**config.mk**
```make
export PLATFORM = sky130hd
export DESIGN_NAME = lsu_dccm_stbuf
export DESIGN_NICKNAME = d
export VERILOG_FILES = /design/src/rtl/lsu_dccm_stbuf.sv
export SDC_FILE = /design/constraint.sdc
export NUM_CORES = 1
export LEC_CHECK = 0
export CORE_ASPECT_RATIO = 1.5
export CORE_UTILIZATION = 45
export CTS_CLUSTER_SIZE = 12
export DETAILED_ROUTE_END_ITERATION = 7
export PLACE_DENSITY = 0.71
export SKIP_CTS_REPAIR_TIMING = 1
export SYNTH_ARGS = -nofsm -noshare
export SYNTH_HDL_FRONTEND = slang
export SYNTH_SLANG_ARGS = --single-unit
```
**constraint.sdc**
```tcl
create_clock -name clk -period 5.9 [get_ports clk]
set_input_delay 0.885 -clock clk [delete_from_list [all_inputs] [get_ports clk]]
set_output_delay 0.885 -clock clk [all_outputs]
set_load 0.005 [all_outputs]
```
**src/rtl/lsu_dccm_stbuf.sv**
```systemverilog
// Committed-store buffer in front of the single-ported DCCM write port.
// Optional: define RV_LSU_STBUF_FWD_EN for load forwarding; else hits stall.
module lsu_dccm_stbuf #(
  parameter int DEPTH      = 4,
  parameter int ADDR_W     = 16,
  parameter int DATA_W     = 39,
  parameter int STARVE_MAX = 8
) (
  input  logic              clk,
  input  logic              rst_l,
  input  logic              lsu_freeze_dc3,
  input  logic              st_valid,
  input  logic [ADDR_W-1:0] st_addr,
  input  logic [DATA_W-1:0] st_data,
  output logic              st_ready,
  input  logic              ld_rden,
  input  logic [ADDR_W-1:0] ld_addr_lo,
  input  logic [ADDR_W-1:0] ld_addr_hi,
  output logic              dccm_wren,
  output logic [ADDR_W-1:0] dccm_wr_addr,
  output logic [DATA_W-1:0] dccm_wr_data,
  output logic              fwd_hit_lo,
  output logic              fwd_hit_hi,
  output logic [DATA_W-1:0] fwd_data_lo,
  output logic [DATA_W-1:0] fwd_data_hi,
  output logic              ld_stall,
  output logic              stbuf_empty,
  output logic              stbuf_full
);

  localparam int PW = $clog2(DEPTH);
  localparam int AW = ADDR_W - 2;
  localparam int SW = $clog2(STARVE_MAX + 1);

  typedef enum logic {S_NORM, S_FORCE} st_e;

  logic [DEPTH-1:0]  vld_q;
  logic [AW-1:0]     addr_q [DEPTH];
  logic [DATA_W-1:0] data_q [DEPTH];
  logic [PW-1:0]     wr_ptr_q, rd_ptr_q;
  logic [PW:0]       cnt_q;
  logic [SW-1:0]     stv_q, stv_d;
  st_e               state_q, state_d;

  logic              push, pop;
  logic              force_drain, ld_match, starve;
  logic              hit_lo, hit_hi;
  logic [DATA_W-1:0] dlo, dhi;
  logic [PW-1:0]     idx;

  assign stbuf_empty = (cnt_q == '0);
  assign stbuf_full  = (cnt_q == (PW+1)'(DEPTH));
  assign st_ready    = ~stbuf_full;
  assign push        = st_valid & st_ready;
  assign force_drain = (state_q == S_FORCE);
  assign starve      = stbuf_full & ld_rden & ~lsu_freeze_dc3;

  assign dccm_wren    = ~stbuf_empty & ~lsu_freeze_dc3
                      & (~ld_rden | force_drain | ld_match);
  assign pop          = dccm_wren;
  assign dccm_wr_addr = {addr_q[rd_ptr_q], 2'b00};
  assign dccm_wr_data = data_q[rd_ptr_q];
  assign ld_stall     = force_drain | ld_match;

  // Scan oldest to youngest so the last match left standing is the youngest
  always_comb begin
    hit_lo = 1'b0;
    hit_hi = 1'b0;
    dlo    = '0;
    dhi    = '0;
    idx    = '0;
    for (int i = 0; i < DEPTH; i++) begin
      idx = rd_ptr_q + PW'(i);
      if (vld_q[idx] && addr_q[idx] == ld_addr_lo[ADDR_W-1:2]) begin
        hit_lo = 1'b1;
        dlo    = data_q[idx];
      end
      if (vld_q[idx] && addr_q[idx] == ld_addr_hi[ADDR_W-1:2]) begin
        hit_hi = 1'b1;
        dhi    = data_q[idx];
      end
    end
  end

`ifdef RV_LSU_STBUF_FWD_EN
  logic unused_ok;
  assign unused_ok   = ^{st_addr[1:0], ld_addr_lo[1:0], ld_addr_hi[1:0]};
  assign ld_match    = 1'b0;
  assign fwd_hit_lo  = ld_rden & hit_lo;
  assign fwd_hit_hi  = ld_rden & hit_hi;
  assign fwd_data_lo = ld_rden ? dlo : '0;
  assign fwd_data_hi = ld_rden ? dhi : '0;
`else
  logic unused_ok;
  assign unused_ok   = ^{st_addr[1:0], ld_addr_lo[1:0], ld_addr_hi[1:0],
                         dlo, dhi};
  assign ld_match    = ld_rden & (hit_lo | hit_hi);
  assign fwd_hit_lo  = 1'b0;
  assign fwd_hit_hi  = 1'b0;
  assign fwd_data_lo = '0;
  assign fwd_data_hi = '0;
`endif

  // Starvation next-state: count blocked full cycles, then force one drain
  always_comb begin
    state_d = state_q;
    stv_d   = stv_q;
    unique case (state_q)
      S_NORM: begin
        if (starve) begin
          if (stv_q == SW'(STARVE_MAX - 1)) begin
            state_d = S_FORCE;
            stv_d   = '0;
          end else begin
            stv_d = stv_q + 1'b1;
          end
        end else begin
          stv_d = '0;
        end
      end
      S_FORCE: begin
        stv_d = '0;
        if (dccm_wren || stbuf_empty) state_d = S_NORM;
      end
      default: begin
        state_d = S_NORM;
        stv_d   = '0;
      end
    endcase
  end

  // Starvation state register
  always_ff @(posedge clk or negedge rst_l) begin
    if (!rst_l) begin
      state_q <= S_NORM;
      stv_q   <= '0;
    end else begin
      state_q <= state_d;
      stv_q   <= stv_d;
    end
  end

  // Circular storage: enqueue at wr_ptr, retire head on drain
  always_ff @(posedge clk or negedge rst_l) begin
    if (!rst_l) begin
      wr_ptr_q <= '0;
      rd_ptr_q <= '0;
      cnt_q    <= '0;
      vld_q    <= '0;
      for (int i = 0; i < DEPTH; i++) begin
        addr_q[i] <= '0;
        data_q[i] <= '0;
      end
    end else begin
      if (pop) begin
        vld_q[rd_ptr_q] <= 1'b0;
        rd_ptr_q        <= rd_ptr_q + 1'b1;
      end
      if (push) begin
        vld_q[wr_ptr_q]  <= 1'b1;
        addr_q[wr_ptr_q] <= st_addr[ADDR_W-1:2];
        data_q[wr_ptr_q] <= st_data;
        wr_ptr_q         <= wr_ptr_q + 1'b1;
      end
      cnt_q <= cnt_q + (PW+1)'(push) - (PW+1)'(pop);
    end
  end

endmodule
```
# After elaboration in Yosys (flattened, before gate mapping)
# Cells that the tools add are included.
# totals
reg_bits	228
in_bits	92
out_inout_bits	140
wordCells	130
# classes
add_sub_neg	7
order_cmp	13
eq_ne	10
muxes	50
bitwise_logic	23
n_reduce_logical	13
# op_table
op	n
$bwmux 156	1
$mux 14	9
$mux 39	3
$bmux 14 s2	4
$eq 14x14->1	8
$bmux 39 s2	1
$demux 39 s2	1
$bwmux 56	1
$demux 14 s2	1
$mux 1	17
$mux 4	4
$ge 3x3->1 const B	5
$lt 2x3->1 const B	5
$not 2->3	5
$logic_and 1x1->1	11
$bmux 1 s2	4
$pmux 4 s2	1
$and 1x1->1	6
$not 1->1	5
$add 2x1->2 const B	2
$add 2x2->2 const B	2
$add 4x1->4 const B	1
$and 4x4->4	1
$demux 1 s2	2
12 further kinds	16

# Depth between registers and ports, before layout
# depth
word_depth	17
ltp_mapped	20
ltp_nobuf	14

# Worst setup path after synthesis
# Ideal clock, no wire load.
# synth_timing
path_kind	register -> register
start	reg rd_ptr_q[0]
end	reg cnt_q[2]
setup_ns	0.123
arrival_ns	4.844
required_ns	5.777
setup_slack_ns	0.933
path_stages_with_launch	20
path_buffers	5
period_less_slack_ns	4.967
cell_sequence	dfrtp_1 -> buf_6 -> buf_6 -> buf_4 -> buf_1 -> inv_1 -> ha_1 -> buf_4 -> mux4_2 -> xnor2_1 -> nand4_1 -> nor4_1 -> nor4_2 -> a311oi_4 -> ha_1 -> inv_1 -> ha_1 -> fa_1 -> xor2_1 -> xnor2_1
# synth_between
word_cells_on_any_way	56
cone_classes	add/sub (4); eq/ne (8); mux (28); bitwise (8); reduce/logical (8)
# synth_rtl
item	line_no	source
start: declaration	40	logic [PW-1:0] wr_ptr_q, rd_ptr_q;
start signal: assignment	157	rd_ptr_q <= rd_ptr_q + 1'b1;
$add 2x2->2 *	73	idx = rd_ptr_q + PW'(i);
net idx[0]	49	logic [PW-1:0] idx;
$not 2->3	n/a	
$bmux 14 s2	74, 78	
$mux 14 (not written as such) (2 in a row)	74, 78	
$eq 14x14->1, on equally long branches	74, 78	
$logic_and 1x1->1, on equally long branches	74, 78	
$mux 1, on equally long branches	74, 78	
$or 1x1->1 *	97	assign ld_match = ld_rden & (hit_lo | hit_hi);
$and 1x1->1 *	97	
$or 1x1->1 *	59	& (~ld_rden | force_drain | ld_match);
$and 1x1->1 *	59	
net dccm_wren	19	output logic dccm_wren,
$sub 3x1->3 *	165	cnt_q <= cnt_q + (PW+1)'(push) - (PW+1)'(pop);
end signal: assignment	165	
end: declaration	41	logic [PW:0] cnt_q;
# The timed path passes the listed nets; every way through them passes the cells marked *. The select of a mux whose other input is x is not followed.
# A chain may end at the register's enable or synchronous reset.

# Worst setup path after layout
# layout_timing
start	reg rd_ptr_q[0]
end	out ld_stall
# layout_between
word_cells_on_any_way	54
cone_classes	add/sub (3); eq/ne (8); mux (28); bitwise (7); reduce/logical (8)
# layout_rtl
item	line_no	source
$add 2x2->2 *	73	
net idx[0]	49	
$not 2->3	n/a	
$bmux 14 s2	74, 78	
$mux 14 (not written as such) (2 in a row)	74, 78	
$eq 14x14->1, on equally long branches	74, 78	
$logic_and 1x1->1, on equally long branches	74, 78	
$mux 1, on equally long branches	74, 78	
$or 1x1->1 *	97	
$and 1x1->1 *	97	
$or 1x1->1 *	63	assign ld_stall = force_drain | ld_match;
end: declaration	26	output logic ld_stall,
# Marks and branches as above.

==> results.tsv <==
stage	metric	value	unit
yosys	xor/xnor cell area share of the yosys netlist	0.0799	
die	Core Area	28200	µm²
route	drt first pass iters	4	
yosys	synthesized flop and latch total	228	
placed_design	DP Wirelength	19.3	mm
global_route	initial antenna violation count	2	
clocking	H-tree levels	1	
clocking	Sink Count	228	
power_and_ir_drop	pwr dens	647	nW/µm²
setup_path	CP top delay family	simple AND/OR/NAND/NOR gates	
setup_path	worst endpoint required time	5.02	ns
global_route	All-Layer GR Usage	0.200	
sta	setup TNS	0	ns
setup_path	Crit-path slowest cell	nor4_2	
route	drt via density	5.36	
setup_path	CP max FO	16	
setup_path	Startpoint Class	register	
yosys	Syn Inst Count	910	
clocking	clock latency on the worst-skew pair	0.53	ns
clocking	CTS tree	built	
sta	crit share post-route	0.902	
die	io pins	232	
route	Iteration-0 DRC Markers	241	
sta	clock skew	0.0267	ns
job	Max Cap Viol	0	
yosys	Simple-Gate Fraction of Synth Area	0.0302	
finish	share of layout cells above drive strength 1	0.359	
die	Die X	141	µm
placed_design	Place WS	1.04	ns
global_route	total gr overflow	0	
worst_hold_path	worst min path class	input pin to async pin	
yosys	Seq/Total Area, Yosys	0.438	
yosys	post-synthesis compound-gate area fraction	0.00787	
route	final wirelength	28.2	mm
route	DRC errors left	0	
setup_path	Worst Path Buf+Inv	3	
die	Cell Rows	75	
placed_design	port buffer count	143	
sta	Final min period	5.32	ns
run_status	outcome	complete, no violations	
sta	worst setup margin	0.578	ns
placed_design	Cell Area, Placed	14400	µm²
die	DIE AREA	29700	µm²
setup_path	slowest stage delay, CP	0.73	ns
sta	Final Slew Violations	0	
sta	Slew HR	0.411	
power_and_ir_drop	leakage power	0.00599	µW
setup_path	critical path capture point type	primary output	
yosys	mux contribution to synthesized area	0.356	
sta	Final Hold Fails	0	
global_route	first-pass GRT wire length	45.4	mm
setup_path	CP cell instances	inv_1, ha_1, buf_4, mux4_2, xnor2_1, nand4_1, nor4_1, nor4_2, nand2_1, a21o_1, clkdlybuf4s50_1	
yosys	largest family of logic cells by synthesized area	multiplexers	
clocking	number of buffers created by CTS	24	
finish	post-route cell area	15100	µm²
route	antenna viol nets, final	0	
global_route	vias in the first global route	8311	
setup_path	CP Class	register to primary output	
yosys	syn avg cell area	14.3	µm²
finish	nets	1121	
die	die extent in y	210	µm
finish	post-layout util	0.536	
route	Avg WL per Cell	19.9	µm
global_route	largest net degree at the start of global routing	116	
sta	slew at the pin closest to its max-slew limit	0.884	ns
sta	fmax	0.188	GHz
yosys	area share of fa/ha/maj cells after synthesis	0.0121	
power_and_ir_drop	Max rail drop VDD	0.335	mV
yosys	mapped cell area	13000	µm²
die	Starting Density	0.461	
sta	setup violators final	0	
yosys	Syn. warnings	0	
placed_design	GP Congestion	0.936	
route	routed vias	7582	
clocking	clock root buffer master	clkbuf_16	
yosys	Distinct cells, synth	35	
clocking	clk slew on worst S/H paths	0.06	ns
sta	unrepaired setup endpoints after global routing	no	
clocking	Max clock buf depth	3	
finish	Area growth syn-to-layout	16.1	%
setup_path	Worst Path Arrival	4.44	ns
==> worst paths after layout <==
path	endpoint	cells after the start	slack, ns	startpoint
worst max register to register	cnt_q[2]	15	1.16	rd_ptr_q[0]
min in group clk	data_q[50]	1	0.50	data_q[50]
max in group asynchronous	addr_q[10]	2	4.27	rst_l
worst min register to register	data_q[50]	1	0.50	data_q[50]
worst max-delay path	ld_stall	11	0.58	rd_ptr_q[0]
worst min-delay path	data_q[109]	1	0.40	rst_l
==> cells in the mapped netlist <==
| cell | number | area share |
|---|---|---|
| xnor2_1 | 115 | 0.077 |
| inv_1 | 10 | 0.0029 |
| o32ai_1 | 1 | 0.00067 |
| a21oi_1 | 4 | 0.0015 |
| ha_1 | 11 | 0.011 |
| mux4_2 | 98 | 0.17 |
| and2_0 | 1 | 0.00048 |
| buf_4 | 87 | 0.050 |
| buf_12 | 1 | 0.0015 |
| clkbuf_1 | 47 | 0.014 |
| mux2_4 | 1 | 0.0012 |
| a311oi_4 | 1 | 0.0020 |
| conb_1 | 1 | 0.00029 |
| nor2b_1 | 1 | 0.00048 |
| nor2_1 | 5 | 0.0014 |
| nor4_1 | 3 | 0.0014 |
| nand4_1 | 24 | 0.012 |
| buf_1 | 11 | 0.0032 |
| mux4_1 | 1 | 0.0020 |
| buf_8 | 1 | 0.0012 |
| xnor2_2 | 1 | 0.0012 |
| fa_1 | 1 | 0.0015 |
| nand2_1 | 9 | 0.0026 |
| xor2_1 | 2 | 0.0013 |
| nand3_1 | 10 | 0.0038 |
| nand3b_1 | 1 | 0.00058 |
| dfrtp_1 | 228 | 0.44 |
| buf_6 | 3 | 0.0026 |
| o21ai_0 | 1 | 0.00038 |
| a41oi_1 | 4 | 0.0027 |
| buf_2 | 3 | 0.0012 |
| nor3_1 | 3 | 0.0012 |
| a21o_1 | 1 | 0.00058 |
| nor4_2 | 7 | 0.0067 |
| mux2_2 | 212 | 0.18 |
==> power breakdown <==
part / total (µW) / internal, µW / leakage, µW / switching, µW
combinational: 5530 / 3270 / 0.00293 / 2260
clock: 1380 / 794 / 0.000346 / 589
sequential: 2870 / 2360 / 0.00271 / 512
==> cell type report <==
type                    count  area (µm²)
well taps                 385         482
flip-flops and latches    228        5710
clock buffers              34         678
repair buffers            153        1540
multi-input cells         600        6650
diodes                      1        2.50
fillers                  2358       13100
inverters                  10        37.5
clock inverters             4        33.8
==> layout by cell type (no fill, tap or decap), drive strengths merged, types with 11 or more instances in the layout <==
cell type,n
clkbuf,34
ha,11
nand4,24
xnor2,116
clkdlybuf4s50,142
buf,11
mux2,213
mux4,99
conb,82
dfrtp,228
==> registers in the layout (all words and copies together), names as in the netlist <==
register	flops
stv_q	4
vld_q	4
cnt_q	3
force_drain	1
data_q	156
wr_ptr_q	2
addr_q	56
rd_ptr_q	2
==> cell families after synthesis <==
| kind of cell | count (synthesis) |
|---|---|
| simple gates | 64 |
| other cells | 1 |
| fa+ha+maj | 12 |
| xor+xnor | 118 |
| flops | 228 |
| mux | 312 |
| buf+inv | 163 |
| compound gates | 12 |
==> per-stage QoR <==
stage	hold WS, ns	total power, µW	cells
6_report	0.397	9790	1415
5_1_grt	0.465	10400	1414
4_1_cts	0.442	9950	1414
3_5_place_dp	0.488	8510	1376
3_3_place_gp	0.468	8400	1376
2_1_floorplan	0.443	6730	991
==> worst register-to-register path, delay by kind of cell, from the launching register on <==
family                     cells  cell delay [ns]
and+or+nand+nor                3             0.93
DFF                            1             0.42
xor gates and xnor gates       3             0.46
muxes                          1             0.60
buffers and inverters          3             0.47
AOI/OAI and AO/OA              1             0.30
adders and majority gates      4             1.46
==> routing by layer <==
| layer | global-route usage | vias up | wire, µm |
|---|---|---|---|
| li1 | - | 3370 | - |
| met3 | 0.0361 | 43 | 1510 |
| met5 | 0 | - | 13 |
| met2 | 0.362 | 225 | 15000 |
| met4 | 0.0678 | 2 | 757 |
| met1 | 0.237 | 3942 | 10900 |
No activity file was read; power rests on OpenSTA's default activity.
